$ cat src/rtl/mcs_bridge_pkg.sv
// Shared types and helpers for the MCS-to-FPro bridge.
// Holds the FSM state type, error data default and wait-state lookup.
package mcs_bridge_pkg;

  typedef enum logic [2:0] {
    ST_IDLE,
    ST_ACCESS,
    ST_WAIT,
    ST_RESP,
    ST_ERR
  } state_t;

  localparam logic [31:0] ERR_DATA_DEF = 32'hdead_beef;

  function automatic int clog2(input int n);
    int r;
    r = 0;
    for (int i = 0; i < 31; i++)
      if ((1 << i) < n) r = i + 1;
    return r;
  endfunction

  // 4-bit wait-state field of a region, region 0 in the LSBs
  function automatic logic [3:0] ws_of(
    input logic [31:0] ws,
    input int          region
  );
    return ws[region*4 +: 4];
  endfunction

endpackage

$ cat src/rtl/mcs_fpro_bridge_ws_decode.sv
// Combinational address decode for the MCS-to-FPro bridge.
// Produces base match, region index, one-hot select and word address.
module bridge_decode
  import mcs_bridge_pkg::*;
#(
  parameter logic [31:0] BRG_BASE = 32'hc000_0000,
  parameter int          N_REGION = 4,
  parameter int          ADDR_W   = 21,
  localparam int         RW       = clog2(N_REGION)
) (
  input  logic [31:0]         address,
  output logic                hit,
  output logic [RW-1:0]       region,
  output logic [N_REGION-1:0] onehot,
  output logic [ADDR_W-1:0]   word_addr
);

  logic unused_lsb;

  assign unused_lsb = ^address[1:0];
  assign hit        = address[31:24] == BRG_BASE[31:24];
  assign region     = address[23 -: RW];
  assign word_addr  = address[ADDR_W+1:2];

  always_comb begin
    onehot         = '0;
    onehot[region] = 1'b1;
  end

endmodule

$ cat src/rtl/mcs_fpro_bridge_ws.sv
// MCS IO-bus to multi-region FPro bridge with per-region read
// wait states, byte-masked writes and sticky error reporting.
module mcs_fpro_bridge_ws
  import mcs_bridge_pkg::*;
#(
  parameter logic [31:0]           BRG_BASE = 32'hc000_0000,
  parameter int                    N_REGION = 4,
  parameter int                    ADDR_W   = 21,
  parameter logic [4*N_REGION-1:0] RD_WS    = {4'd0, 4'd0, 4'd2, 4'd0},
  parameter logic [31:0]           ERR_DATA = ERR_DATA_DEF
) (
  input  logic                clk,
  input  logic                reset_n,
  input  logic                io_addr_strobe,
  input  logic                io_read_strobe,
  input  logic                io_write_strobe,
  input  logic [3:0]          io_byte_enable,
  input  logic [31:0]         io_address,
  input  logic [31:0]         io_write_data,
  output logic [31:0]         io_read_data,
  output logic                io_ready,
  output logic [N_REGION-1:0] fp_cs,
  output logic                fp_wr,
  output logic                fp_rd,
  output logic [ADDR_W-1:0]   fp_addr,
  output logic [31:0]         fp_wr_data,
  output logic [3:0]          fp_be,
  input  logic [31:0]         fp_rd_data,
  input  logic                err_clr,
  output logic                bus_err,
  output logic                ovr_err
);

  localparam int          RW     = clog2(N_REGION);
  localparam logic [31:0] WS_VEC = 32'(RD_WS);

  state_t               state;
  logic [3:0]           cnt;
  logic [RW-1:0]        rgn;
  logic                 is_rd;

  logic                 dec_hit;
  logic [RW-1:0]        dec_rgn;
  logic [N_REGION-1:0]  dec_onehot;
  logic [ADDR_W-1:0]    dec_addr;
  logic [3:0]           cur_ws;
  logic                 legal;

  bridge_decode #(
    .BRG_BASE (BRG_BASE),
    .N_REGION (N_REGION),
    .ADDR_W   (ADDR_W)
  ) u_dec (
    .address   (io_address),
    .hit       (dec_hit),
    .region    (dec_rgn),
    .onehot    (dec_onehot),
    .word_addr (dec_addr)
  );

  assign cur_ws = ws_of(WS_VEC, int'(rgn));
  assign legal  = dec_hit && (io_read_strobe ^ io_write_strobe);

  always_ff @(posedge clk) begin
    if (!reset_n) begin
      state        <= ST_IDLE;
      cnt          <= '0;
      rgn          <= '0;
      is_rd        <= 1'b0;
      io_read_data <= '0;
      io_ready     <= 1'b0;
      fp_cs        <= '0;
      fp_wr        <= 1'b0;
      fp_rd        <= 1'b0;
      fp_addr      <= '0;
      fp_wr_data   <= '0;
      fp_be        <= '0;
      bus_err      <= 1'b0;
      ovr_err      <= 1'b0;
    end else begin
      fp_wr    <= 1'b0;
      fp_rd    <= 1'b0;
      io_ready <= 1'b0;
      if (err_clr) begin
        bus_err <= 1'b0;
        ovr_err <= 1'b0;
      end
      // set events are written after the clear so they win
      if (io_addr_strobe && state != ST_IDLE)
        ovr_err <= 1'b1;
      unique case (state)
        ST_IDLE: begin
          if (io_addr_strobe) begin
            if (legal) begin
              state      <= ST_ACCESS;
              rgn        <= dec_rgn;
              is_rd      <= io_read_strobe;
              fp_cs      <= dec_onehot;
              fp_wr      <= io_write_strobe;
              fp_rd      <= io_read_strobe;
              fp_addr    <= dec_addr;
              fp_wr_data <= io_write_data;
              fp_be      <= io_read_strobe ? 4'hf
                                           : io_byte_enable;
            end else begin
              state        <= ST_ERR;
              io_ready     <= 1'b1;
              io_read_data <= ERR_DATA;
            end
          end
        end
        ST_ACCESS: begin
          if (is_rd && cur_ws != 4'd0) begin
            cnt   <= cur_ws;
            state <= ST_WAIT;
          end else begin
            state        <= ST_RESP;
            io_ready     <= 1'b1;
            fp_cs        <= '0;
            io_read_data <= is_rd ? fp_rd_data : '0;
          end
        end
        ST_WAIT: begin
          if (cnt == 4'd1) begin
            state        <= ST_RESP;
            io_ready     <= 1'b1;
            fp_cs        <= '0;
            io_read_data <= fp_rd_data;
          end else begin
            cnt <= cnt - 4'd1;
          end
        end
        ST_RESP: state <= ST_IDLE;
        ST_ERR: begin
          state   <= ST_IDLE;
          bus_err <= 1'b1;
        end
        default: state <= ST_IDLE;
      endcase
    end
  end

endmodule
$ cat config.mk
export PLATFORM = sky130hd
export DESIGN_NAME = mcs_fpro_bridge_ws
export DESIGN_NICKNAME = d
export VERILOG_FILES = /design/src/rtl/mcs_bridge_pkg.sv /design/src/rtl/mcs_fpro_bridge_ws_decode.sv /design/src/rtl/mcs_fpro_bridge_ws.sv
export SDC_FILE = /design/constraint.sdc
export NUM_CORES = 1
export LEC_CHECK = 0
export CAP_MARGIN = 15
export CORE_MARGIN = 2
export CORE_UTILIZATION = 38
export DETAILED_ROUTE_END_ITERATION = 8
export GPL_TIMING_DRIVEN = 0
export PLACE_DENSITY_LB_ADDON = 0.08
export RECOVER_POWER = 100
export SLEW_MARGIN = 20
export SYNTH_ARGS = -nofsm -noshare
export SYNTH_HDL_FRONTEND = slang
export SYNTH_SLANG_ARGS = --single-unit
export TNS_END_PERCENT = 1
$ cat constraint.sdc
create_clock -name clk -period 1.8 [get_ports clk]
set_input_delay 0.36 -clock clk [delete_from_list [all_inputs] [get_ports clk]]
set_output_delay 0.36 -clock clk [all_outputs]
set_load 0.03 [all_outputs]
==> flow_metrics.tcl <==
set metrics [dict create \
    finalSetupViolCount 32 \
    fin_crit_sh_pct 104 \
    skew_ns 0.00542 \
    crit_slowest_cell "or3b_4" \
    relSlewSlack_pct 47.1 \
    dp_cells 865 \
    clk_pin_slew_ns 0.07 \
    cts_root_buffer "clkbuf_16" \
    numClockSinks 107 \
    diodes 0 \
    cpLargestDelayFamily "simple AND/OR/NAND/NOR gates" \
    final_common_cell "clkdlybuf4s50_1" \
    ys_seq_area_share_pct 47.0 \
    hpwl_um 10300 \
    die_x_um 114 \
    synth_cell_types 44 \
    final_layout_size_suffix_gt1_share_pct 7.69 \
    tightest_slew_ns 0.794 \
    finalHoldViolations 0 \
    synth-async-reset-ratio_pct 0 \
    layout_common_cells "clkdlybuf4s50_1, nand2_1, dfxtp_1, a21boi_1, mux2i_1" \
    synth_cells 522 \
    post-route-drc-count 0 \
    final_util_pct 62.1 \
    grt_max_degree 17 \
    whs_path_depth 3 \
    p_per_area_nw_per_um2 752 \
    ys_dominant_reg_cell "dfxtp_1" \
    rows 39 \
    grt_pass1_wl_um 21800 \
    synth_area_leaders "dfxtp_1, nand2_1, a21boi_1, mux2i_1, o21a_1" \
    nets 844 \
    rr_endpoint "io_read_data[4]$_SDFFE_PN0P_" \
    cts_tree "built" \
    grt_pass1_vias 4453 \
    grt.overflow.total 0 \
    start_kind "register" \
    synth_edf_count 0 \
    slowest_delay_ns 0.39 \
    crit_start "cnt[1]$_SDFFE_PN0P_" \
    viasPerCell 4.95 \
    crit_chain "inv_2 -> ha_1 -> or3b_4 -> o2bb2ai_4 -> or3_4 -> buf_12 -> mux2i_2" \
    ios 204 \
    p_leak_uw 0.00270 \
    port_buffers 200 \
    synth.largest_area_cell "dfxtp_1" \
    syn_to_final_growth_pct 57.7 \
    min_from "io_read_strobe" \
    clockBufferDepth 2 \
    numCtsBuffers 9 \
    hold_buffers 0 \
    critPathKind "reg -> reg" \
    syn_area_per_cell_um2 8.73 \
    synth_top_area_share_pct 47.0 \
    ys_warn_count 0 \
    status "finished, violations left" \
    die_y_um 114 \
    reg2reg_slack_ns -0.07 \
    num_vias 4378 \
    path_buf_inv 2 \
    layout_setup_ws_ns -0.0730 \
    synth_nets 630 \
    initial_utilization_pct 39.4 \
    violations "negative setup slack" \
    drt_iter0_markers 202 \
    drt_pass1_iterations 4 \
    rr_worst_depth 7 \
    antenna_found_initial 0 \
    cp-end-kind "register" \
    htreeDepth 3 \
    slew_viol_final 0 \
    clk_latency_ns 0.35 \
    timing.fmax_mhz 534 \
    instances_no_fill 884 \
    r2r_start "cnt[1]$_SDFFE_PN0P_" \
    wire_per_inst_um 15.5 \
    ys_ff_latch 107 \
    ir_worst_vdd_mv 0.616 \
    cp.required_ns 2.03 \
    drt-total-wl_um 13700 \
    min_path_type "in -> reg" \
    rsz0062_at_grt "true" \
    gp_congestion 0.765 \
    syn_area_um2 4560 \
    die-area_um2 12900 \
    cp_max_fo 10 \
    fin_crit_ns 1.87 \
    critPathArrivalTime_ns 2.11 \
    min_to "is_rd$_SDFFE_PN0P_" \
    core_um2 11600 \
    track_usage_pct 21.2 \
    ant_nets 0 \
    drv_cap 0 \
]
report_power, final:
part	internal [uW]	switching [uW]	total, uW
Clock	1390	871	2260
Sequential	2420	28.1	2450
Combinational	388	301	689
Total	4200	1200	5400
metrics by stage:
| step | TNS (ns) | instance area (um^2) | total power [uW] | hold WS (ns) | worst slack [ns] |
|---|---|---|---|---|---|
| 3_5_place_dp | -59.46 | 6740 | 3180 | 0.443 | -0.853 |
| 5_1_grt | -6.41 | 7190 | 5610 | 0.358 | -0.142 |
| 4_1_cts | -3.96 | 7170 | 5470 | 0.335 | -0.137 |
| 2_1_floorplan | -1.11 | 4560 | 2790 | 0.442 | -0.0396 |
| 6_report | -1.43 | 7190 | 5400 | 0.344 | -0.0730 |
| 3_3_place_gp | -56.93 | 6740 | 3170 | 0.437 | -0.812 |
how the worst max path moves through the flow:
stage,end,slack [ns],cells after the start
finish,io_read_data[4]$_SDFFE_PN0P_,-0.07,7
global route,io_read_data[4]$_SDFFE_PN0P_,-0.14,7
CTS,io_read_data[7]$_SDFFE_PN0P_,-0.14,7
detailed placement,fp_wr_data[13]$_SDFFE_PN0P_,-0.85,7
global placement,fp_wr_data[7]$_SDFFE_PN0P_,-0.81,7
floorplan,io_read_data[16]$_SDFFE_PN0P_,-0.04,8
final cells by class:
type | count | area [um^2]
Sequential cell | 107 | 2140
Tap cell | 143 | 179
Clock inverter | 5 | 100
Timing Repair Buffer | 205 | 1990
Fill cell | 1021 | 4380
Clock buffer | 11 | 243
Buffer | 43 | 269
Multi-Input combinational cell | 368 | 2260
Inverter | 2 | 7.51
flip-flops by register name, indices dropped and copies added, names as in the netlist:
register / flops
fp_be: 4
is_rd: 1
fp_cs: 4
state: 3
fp_rd: 1
fp_addr: 20
io_ready: 1
rgn: 2
fp_wr_data: 32
cnt: 4
io_read_data: 32
fp_wr: 1
ovr_err: 1
bus_err: 1
logic make-up (layout without fill, tap and decap cells):
family                     after synthesis  count (layout)  synth area share (%)
AOI/OAI and AO/OA                      117             117                  17.8
adders and majority gates                2               2                 0.549
muxes                                   36              36                  7.91
xor gates and xnor gates                 3               3                 0.577
DFF                                    107             107                  47.0
and+or+nand+nor                        210             210                  21.0
buffers and inverters                   47             266                  5.13
per-layer routing:
layer | vias up | share of wire [%] | GRT usage (%)
li1 | 2184 | - | -
met1 | 2041 | 42 | 24.4
met2 | 142 | 48 | 36.4
met3 | 11 | 8.3 | 8.87
met4 | 0 | 1.2 | 5.93
met5 | - | 0 | 0
worst min-delay path: cells and delay by family:
family | cells | cell delay (ns)
AO/OA/AOI/OAI | 1 | 0.06
buffers and inverters | 1 | 0.15
AND/OR/NAND/NOR | 1 | 0.07
synthesized netlist by cell type, drive strengths merged, types with 3 or more instances:
cell	number
nand2	149
a21oi	4
o21ai	26
or3b	3
nor3b	5
dfxtp	107
xor2	3
nor2	11
nor3	6
a21boi	55
clkbuf	26
nor2b	4
nand2b	3
o21a	25
buf	19
nand4	10
mux2i	36
what timing repair did:
action,CTS,global route
setup endpoints to repair,101,104
pin swaps,3,2
setup buffers,3,2
gates resized for setup,19,40
Power figures use the tool's default switching activity.
